## src/rtl/maddu_sequencer.sv

```systemverilog
// Iterative MADDU execute sequencer: unsigned shift-add multiply accumulated into HI/LO.
// Owns the architectural HI/LO pair and stalls the front of the pipeline while busy.
module maddu_sequencer #(
    parameter int WIDTH = 32,
    parameter int CNT_W = 6
) (
    input  logic             clk,
    input  logic             rst,
    input  logic             start,
    input  logic             flush,
    input  logic [WIDTH-1:0] rs_val,
    input  logic [WIDTH-1:0] rt_val,
    input  logic             hi_we,
    input  logic             lo_we,
    input  logic [WIDTH-1:0] wdata,
    output logic             stall,
    output logic             busy,
    output logic             done,
    output logic [WIDTH-1:0] hi,
    output logic [WIDTH-1:0] lo
);

    typedef enum logic [1:0] {
        S_IDLE,
        S_MUL,
        S_ACC
    } state_t;

    localparam logic [CNT_W-1:0] LAST_CNT = CNT_W'(WIDTH - 1);

    state_t             state_q, state_d;
    logic [CNT_W-1:0]   cnt_q, cnt_d;
    logic [2*WIDTH-1:0] prod_q, prod_d;
    logic [2*WIDTH-1:0] mcand_q, mcand_d;
    logic [WIDTH-1:0]   mplier_q, mplier_d;
    logic [WIDTH-1:0]   hi_q, hi_d;
    logic [WIDTH-1:0]   lo_q, lo_d;
    logic               done_q, done_d;

    logic accept;
    logic last_step;

    assign accept    = (state_q == S_IDLE) && start && !flush;
    assign last_step = (cnt_q == LAST_CNT);

    always_ff @(posedge clk) begin
        if (rst) begin
            state_q  <= S_IDLE;
            cnt_q    <= '0;
            prod_q   <= '0;
            mcand_q  <= '0;
            mplier_q <= '0;
            hi_q     <= '0;
            lo_q     <= '0;
            done_q   <= 1'b0;
        end else begin
            state_q  <= state_d;
            cnt_q    <= cnt_d;
            prod_q   <= prod_d;
            mcand_q  <= mcand_d;
            mplier_q <= mplier_d;
            hi_q     <= hi_d;
            lo_q     <= lo_d;
            done_q   <= done_d;
        end
    end

    // A flush aborts only during MUL; once in ACC the instruction is past the squash point.
    always_comb begin
        state_d = state_q;
        unique case (state_q)
            S_IDLE:  if (accept) state_d = S_MUL;
            S_MUL: begin
                if (flush)          state_d = S_IDLE;
                else if (last_step) state_d = S_ACC;
            end
            S_ACC:   state_d = S_IDLE;
            default: state_d = S_IDLE;
        endcase
    end

    always_comb begin
        // NOTE: every value driven here gets a hold default first so no latch is inferred.
        cnt_d    = cnt_q;
        prod_d   = prod_q;
        mcand_d  = mcand_q;
        mplier_d = mplier_q;
        hi_d     = hi_q;
        lo_d     = lo_q;
        done_d   = 1'b0;
        unique case (state_q)
            S_IDLE: begin
                if (accept) begin
                    mcand_d  = {{WIDTH{1'b0}}, rs_val};
                    mplier_d = rt_val;
                    prod_d   = '0;
                    cnt_d    = '0;
                end else if (!start) begin
                    if (hi_we) hi_d = wdata;
                    if (lo_we) lo_d = wdata;
                end
            end
            S_MUL: begin
                if (mplier_q[0]) prod_d = prod_q + mcand_q;
                mcand_d  = mcand_q << 1;
                mplier_d = mplier_q >> 1;
                cnt_d    = cnt_q + CNT_W'(1);
            end
            S_ACC: begin
                {hi_d, lo_d} = {hi_q, lo_q} + prod_q;
                done_d       = 1'b1;
            end
            default: ;
        endcase
    end

    always_comb begin
        stall = accept || (state_q != S_IDLE);
        busy  = (state_q != S_IDLE);
        done  = done_q;
        hi    = hi_q;
        lo    = lo_q;
    end

endmodule

```

## config.mk

```make
export PLATFORM = sky130hd
export DESIGN_NAME = maddu_sequencer
export DESIGN_NICKNAME = d
export VERILOG_FILES = /design/src/rtl/maddu_sequencer.sv
export SDC_FILE = /design/constraint.sdc
export NUM_CORES = 1
export LEC_CHECK = 0
export BUFFER_PORTS_ARGS = -buffer_cell sky130_fd_sc_hd__buf_2
export CORE_ASPECT_RATIO = 1.1
export CORE_MARGIN = 3
export CORE_UTILIZATION = 45
export DETAILED_ROUTE_END_ITERATION = 8
export SYNTH_ARGS = -nofsm -noshare
export SYNTH_HDL_FRONTEND = slang
export SYNTH_SLANG_ARGS = --single-unit
export TNS_END_PERCENT = 100
```

## constraint.sdc

```tcl
create_clock -name clk -period 6.8 [get_ports clk]
set_input_delay 0.68 -clock clk [delete_from_list [all_inputs] [get_ports clk]]
set_output_delay 0.68 -clock clk [all_outputs]
set_load 0.02 [all_outputs]
```

**Word level (Yosys, flattened, before mapping)**

Index checks and enable logic that the tools add are counted.

- Eq/ne operators: 10
- Muxes and demuxes: 22
- Reductions and logical operators: 13
- Add/subtract/negate cells: 3

Operators by type and width:

| operator | count |
|---|---|
| one-hot mux 64 bit (2 select lines) | 2 |
| 2-to-1 mux 32 bit | 7 |
| 2-to-1 mux 64 bit | 3 |
| one-hot mux 32 bit (2 select lines) | 3 |
| adder 64 bit | 2 |
| != test 2 bit (second input constant) | 6 |
| one-hot mux 6 bit (2 select lines) | 1 |
| AND reduction 4 bit | 2 |
| adder 6 x 1 -> 6 bit (second input constant) | 1 |
| == test 6 x 5 -> 1 bit (second input constant) | 1 |
| 2-to-1 mux 2 bit | 3 |
| 2-to-1 mux 6 bit | 1 |
| nonzero test 2 bit | 3 |
| one-hot mux 2 bit (2 select lines) | 1 |
| AND reduction 2 bit | 2 |
| != test 3 bit (second input constant) | 1 |
| AND reduction 3 bit | 1 |
| == test 2 x 1 -> 1 bit (second input constant) | 1 |
| == test 2 bit (second input constant) | 1 |
| logical AND 1 bit | 2 |
| zero test 2 bit | 1 |
| zero test 1 bit | 1 |
| logical OR 1 bit | 1 |
| 2-to-1 mux 1 bit | 1 |

- Word-level logic and storage cells: 56
- Bits in registers: 233
- Input bits: 102
- Output and inout port bits: 67

**Longest topological paths before layout**

Gate-level depths: netlist (run 1).

- Depth after elaboration: 5
- Depth in mapped cells: 14
- Mapped depth without buffers: 14

**Worst setup path before layout (run 1)**

No wires, ideal clock.

- Kind: register to register
- Start: reg lo_q[0] (netlist: lo[0])
- End: reg hi_q[20] (netlist: hi[20])
- Library setup time: 0.128 ns
- Clock period less this slack: 3.174 ns
- Cell stages (with the launch flop): 14
- Required time: 6.672 ns
- Buffers on the path: 0
- Path slack: 3.626 ns
- Arrival: 3.046 ns
- Path through: dfxtp_1 > ha_1 > fa_1 > a211oi_1 > o21a_1 > nor3_4 > o211ai_1 > o211a_2 > o21ai_1 > a31oi_1 > o31ai_1 > xor2_1 > a222oi_1 > nor2_1

- Word-level cells in the longest chain between the ends: 2

RTL lines:

| item | RTL line | text |
|---|---|---|
| start, declared | 37 | `logic [WIDTH-1:0] lo_q, lo_d;` |
| start signal, assigned | 63 | `lo_q <= lo_d;` |
| adder 64 bit | 110 | `{hi_d, lo_d} = {hi_q, lo_q} + prod_q;` |
| one-hot mux 32 bit (2 select lines) | 91 | `unique case (state_q)` |
| end signal, assigned | 62 | `hi_q <= hi_d;` |
| end, declared | 36 | `logic [WIDTH-1:0] hi_q, hi_d;` |

No other way between the ends.
A chain may end at the register's enable or synchronous reset.

**Worst setup path in the final report (run 1)**

- Start: reg prod_q[0]
- End: reg prod_q[62]

- Word-level cells in the longest chain between the ends: 3

RTL lines:

| item | RTL line | text |
|---|---|---|
| start, declared | 33 | `logic [2*WIDTH-1:0] prod_q, prod_d;` |
| start signal, assigned | 59 | `prod_q <= prod_d;` |
| adder 64 bit | 104 | `if (mplier_q[0]) prod_d = prod_q + mcand_q;` |
| 2-to-1 mux 64 bit | 104 |  |
| one-hot mux 64 bit (2 select lines) | 91 |  |

No other way between the ends. The select of a mux whose other input is x is not followed.

==> impl_metrics.toml, run 1 <==
[setup_path]
crit_chain = "ha_1 > inv_1 > fa_1 > nor2b_1 > o21ai_0 > a21oi_1 > o211ai_1 > a2111oi_0 > nor3_1 > o21ai_1 > nand3_1 > o31ai_1 > xor2_1 > a22o_1"
slowest_delay_ps = 680
critPathKind = "reg2reg"
cpMaxStageDelayCell = "a2111oi_0"
critPathRequiredTime_ps = 7260
critPathTopFamily = "compound AO/OA/AOI/OAI gates"
critical_path.max_fanout = 4
crit_path_end_kind = "flip-flop"
cp-start-kind = "flip-flop"
r2r_slack_ps = 2660
path_buf_inv = 1
crit_arrival_ps = 4600

[timing]
hold_violations = 0
fin_crit_sh = 0.609
fmax_ghz = 0.241
rsz0062_at_grt = "no"
max_slew.worst_pin.slew_ps = 968
fin_tns_setup_ps = 0
fin_skew_ps = 17.0
setup_viol = 0
slew-limit-headroom = 0.354
slew_violations = 0
period_needed_ps = 4140

[floorplanning]
die_y_um = 205
start_util = 0.458
die_area_mm2 = 0.0382
die_x_um = 187
ioPinCount = 169
rows = 72
coreArea_mm2 = 0.0353

[power_and_ir_drop]
p_sw_frac = 0.283
cell_internal_pwr_w = 0.00257
p_per_area_mw_per_mm2 = 197
p_switching_w = 0.00101
ir_drop_mv = 0.187
p_clk_frac = 0.451
p_seq_frac = 0.416
comb_power_share = 0.134
power_leakage_nw = 8.10

[clock_network]
cts_max_path_buffers = 3
cts_setup_buffers = 0
insertion_delay_ps = 570
numCtsBuffers = 28
ctsResizeCount = 0
cts_hold_buf = 0
htreeDepth = 1
cts_tree = "yes"
clk_pin_slew_ps = 60
cts.sinks = 233
cts_root_buffer = "clkbuf_16"

[flow_run]
maxCapViolations = 0

[global_route]
grt_pass1_vias = 15394
grt_max_degree = 87
antenna_found_initial = 2
grt.total_usage = 0.280
grt_pass1_wl_um = 85700
grt_remaining_overflow = 0

[yosys]
syn_avg_cell_area_um2 = 7.48
synth_ff_type = "dfxtp_1"
postSynthCellCount = 2160
synth_edf_count = 0
mappedNetlistArea_mm2 = 0.0162
syn_nets = 2391
yosysWarnings = 0
synth.distinct_cells = 77
ys_async_sr_fraction = 0
ys_seq_area_frac = 0.289
synth.ff_latch_count = 233

[final_layout]
fin_util = 0.514
final_cell_mix = "nor2_1 (345), dfxtp_1 (233), a21oi_1 (219), nand2_1 (195), buf_2 (167)"
ff_latch_area_mm2 = 0.00466
syn2layout_area_growth_pct = 12.4
final_common_cell = "nor2_1"
antenna_cells = 0
finalNetCount = 2453
drive_gt1_frac = 0.120
final.fill_count = 3599
multiInputGateArea_mm2 = 0.0108

[drt]
dr.pass1.iters = 6
vias = 16117
route.detailed.drc = 0
vias_per_cell = 5.91
routed_wl_um = 55600
drt_iter0_drc = 1037
routedWlPerCell_um = 20.4
antenna_left = 0

[place]
hpwl_um = 42300
portBuffers = 168
routabilityCongestion = 0.945

[hold_path]
min_path_type = "in2reg"

[outcome]
status = "finished, final reports clean"
cell type report:
class / instances / area share
tap: 481 / 0.0331
multi-input combinational: 1735 / 0.595
clock inverter: 17 / 0.0110
timing repair buffer: 182 / 0.0524
sequential: 233 / 0.257
clock buffer: 35 / 0.0434
inverter: 42 / 0.00868
through the flow:
step	total power [W]	hold slack, ps	cell area [um^2]	instances	worst slack, ps
final	0.00358	338	18200	2725	2660
after global routing	0.00373	339	18200	2725	2320
after CTS	0.00362	311	18200	2725	2800
after detailed placement	0.00199	468	17200	2673	2850
after global placement	0.00199	459	17200	2673	2750
after floorplan	0.00182	448	16200	2160	3630
registers in the layout, indices dropped and copies added (netlist names):
signal,flops
mcand_q,64
prod_q,64
hi,32
lo,32
mplier_q,32
cnt_q,6
state_q,2
done,1
synthesized netlist by cell type, types with 7 or more instances:
cell / count / area [um^2]
nor4_1: 65 / 407
o21bai_1: 30 / 225
a22o_1: 30 / 263
nor2_1: 349 / 1310
a21o_1: 82 / 616
nand3_1: 68 / 340
o21a_1: 10 / 75.1
nand2_1: 196 / 736
o22ai_1: 12 / 75.1
inv_1: 42 / 158
a211oi_1: 28 / 210
or3_1: 10 / 62.6
o211ai_1: 14 / 105
and3_1: 13 / 81.3
a22oi_1: 29 / 218
nor2b_1: 22 / 138
clkbuf_1: 140 / 526
o21ai_0: 99 / 495
dfxtp_1: 233 / 4660
nand4_1: 40 / 250
buf_2: 7 / 35.0
xnor2_1: 78 / 683
ha_1: 127 / 1590
o31ai_1: 7 / 52.6
xor2_1: 38 / 333
a221oi_1: 8 / 70.1
nor3_1: 19 / 95.1
a311oi_1: 26 / 228
o21ai_1: 14 / 70.1
nand2b_1: 7 / 43.8
a31oi_1: 12 / 75.1
a21oi_1: 219 / 1100
worst paths after layout:
check / endpoint / startpoint / cells after the start
hold reg to reg: mcand_q[38]$_SDFFE_PP0P_ / mcand_q[37]$_SDFFE_PP0P_ / 2
hold / removal: state_q[1]$_SDFFE_PP0P_ / flush / 2
setup reg to reg: prod_q[62]$_SDFFE_PP0P_ / prod_q[0]$_SDFFE_PP0P_ / 14
setup / recovery: prod_q[62]$_SDFFE_PP0P_ / prod_q[0]$_SDFFE_PP0P_ / 14
power by group through the flow:
stage	Clock, W	Sequential (W)	Combinational (W)
after floorplan	0	0.00152	0.000297
after detailed placement	0	0.00152	0.000475
after CTS	0.00165	0.00149	0.000477
after global placement	0	0.00152	0.000471
after global routing	0.00170	0.00150	0.000528
final	0.00161	0.00149	0.000478
per-layer routing:
| layer | GRT usage | wire [um] |
|---|---|---|
| met2 | 0.488 | 26900 |
| met5 | 0 | 27 |
| met1 | 0.328 | 22300 |
| met3 | 0.0450 | 2960 |
| met4 | 0.157 | 3380 |
logic make-up (layout without fill, tap and decap cells):
logic type	count (synthesis)	in the layout	synth area share
simple gates	809	809	0.226
compound gates	677	677	0.274
mux	4	4	0.00256
flops	233	233	0.289
xor+xnor	116	116	0.0629
fa+ha+maj	129	129	0.101
buf+inv	192	276	0.0451
No activity file was read; power rests on OpenSTA's default activity.
==> run 2, diff against run 1 <==
clock period = 4.05 ns   (was 6.8 ns; I/O delays follow)
==> run 2 against run 1 <==
Critical path depth is the same. Clock skew down 3.3 ps. Global-route usage up 0.40 points. Worst setup slack worse by 2300 ps. Cell count up 0.11%. Combinational power up 71%. Largest cell class unchanged. Design area barely moved. Via count up 0.53%. Flip-flop and latch count stayed put.
==> impl_metrics.toml, run 2 (same netlist as run 1, synthesis figures left out) <==
[outcome]
status = "finished, final reports clean"

[timing]
max_slew.worst_pin.slew_ps = 951
fin_ws_ps = 326
rsz0062_at_grt = "no"
fin_skew_ps = 13.7
fmax_ghz = 0.269
fin_tns_setup_ps = 0
fin_crit_sh = 0.919
setup_viol = 0
slew_violations = 0
slew-limit-headroom = 0.366
hold_violations = 0
period_needed_ps = 3720

[floorplanning]
start_util = 0.458
die_y_um = 205
ioPinCount = 169
coreArea_mm2 = 0.0353
die_area_mm2 = 0.0382
die_x_um = 187
rows = 72

[global_route]
grt.total_usage = 0.284
antenna_found_initial = 0
grt_max_degree = 119
grt_remaining_overflow = 0
grt_pass1_vias = 15468
grt_pass1_wl_um = 86500

[final_layout]
drive_gt1_frac = 0.121
antenna_cells = 0
final_common_cell = "nor2_1"
finalNetCount = 2458
fin_util = 0.514
syn2layout_area_growth_pct = 12.4
final_cell_mix = "nor2_1 (345), dfxtp_1 (233), a21oi_1 (219), nand2_1 (195), buf_2 (167)"
top_regs = "mcand_q x64, prod_q x64"

[setup_path]
r2r_slack_ps = 330
critPathLaunch = "prod_q[0]$_SDFFE_PP0P_"
crit_arrival_ps = 4170
r2r-start = "prod_q[0]$_SDFFE_PP0P_"
critical_path.max_fanout = 4
critPathKind = "reg2reg"
critPathRequiredTime_ps = 4490
critPathCapture = "prod_q[62]$_SDFFE_PP0P_"
cp-start-kind = "flip-flop"
r2r_end = "prod_q[62]$_SDFFE_PP0P_"
reg2reg_depth = 14
crit_path_end_kind = "flip-flop"

[power_and_ir_drop]
p_per_area_mw_per_mm2 = 322
ir_drop_mv = 0.301
power_leakage_nw = 8.07
p_switching_w = 0.00169
cell_internal_pwr_w = 0.00416
p_sw_frac = 0.289
comb_power_share = 0.139
p_seq_frac = 0.428
p_clk_frac = 0.433

[hold_path]
hold_depth = 2
min_path_type = "in2reg"

[place]
routabilityCongestion = 0.973
portBuffers = 168
post-place-ws_ps = 135
hpwl_um = 43800

[drt]
route.detailed.drc = 0
met2_length_um = 27400
antenna_left = 0
met1_length_um = 22500
vias = 16203
routedWlPerCell_um = 20.8
routed_wl_um = 56800
dr.max_layer_used = "met4"
route.met3.wl_um = 2940
drt_iter0_drc = 1163
dr.pass1.iters = 8
vias_per_cell = 5.94

[clock_network]
insertion_delay_ps = 560
htreeDepth = 1
cts_root_buffer = "clkbuf_16"
numCtsBuffers = 28
cts_setup_buffers = 0
cts_tree = "yes"
clk_pin_slew_ps = 60
cts_hold_buf = 0
cts_max_path_buffers = 3
cts.sinks = 233

[flow_run]
maxCapViolations = 0
[run 2: area by class of cell]
cell class                 instances  area [um^2]
fill                            3578        17200
multi-input combinational       1735        10800
sequential                       233         4660
timing repair buffer             187         1000
clock buffer                      36          782
tap                              481          602
inverter                          42          158
clock inverter                    14          138
[run 2: per-stage QoR]
stage	hold slack, ps	cells	cell area, um^2	power (W)
after global routing	46.3	2728	18200	0.00610
after global placement	457	2678	17200	0.00335
final	60.3	2728	18200	0.00586
after CTS	42.1	2728	18100	0.00592
after detailed placement	463	2678	17200	0.00336
after floorplan	448	2160	16200	0.00306
[run 2: worst max-delay path: stages (launching register included)]
cell and delay, ps:
dfxtp_1 370, ha_1 220, inv_1 70, fa_1 380, nor2b_1 170, o21ai_0 130
a21oi_1 250, o211ai_1 250, a2111oi_2 430, nor3_1 210, o21ai_1 320, nand3_1 160
o31ai_1 350, xor2_1 110, a22o_1 200
[run 2: repair_timing]
item	4_1_cts	5_1_grt
hold endpoints to repair	0	0
setup endpoints to repair	0	6
gates resized for setup	0	3
[run 2: worst min-delay path by stage]
stage / start / end
3_5_place_dp: mplier_q[31]$_SDFFE_PP0P_ / mplier_q[31]$_SDFFE_PP0P_
6_report: flush / state_q[1]$_SDFFE_PP0P_
4_1_cts: flush / state_q[1]$_SDFFE_PP0P_
5_1_grt: flush / state_q[1]$_SDFFE_PP0P_
3_3_place_gp: mplier_q[31]$_SDFFE_PP0P_ / mplier_q[31]$_SDFFE_PP0P_
2_1_floorplan: mplier_q[31]$_SDFFE_PP0P_ / mplier_q[31]$_SDFFE_PP0P_
[run 2: layer usage]
metal,track usage,vias to the layer above
met2,0.492,503
met4,0.176,0
met1,0.331,7580
met5,0,-
met3,0.0414,153
li1,-,7967
[run 2: power groups by stage]
stage                     clock network (W)  logic, W  registers [W]
after floorplan                           0  0.000498        0.00256
after global placement                    0  0.000800        0.00255
after detailed placement                  0  0.000806        0.00255
after CTS                           0.00261  0.000810        0.00250
after global routing                0.00270  0.000894        0.00251
final                               0.00254  0.000815        0.00250
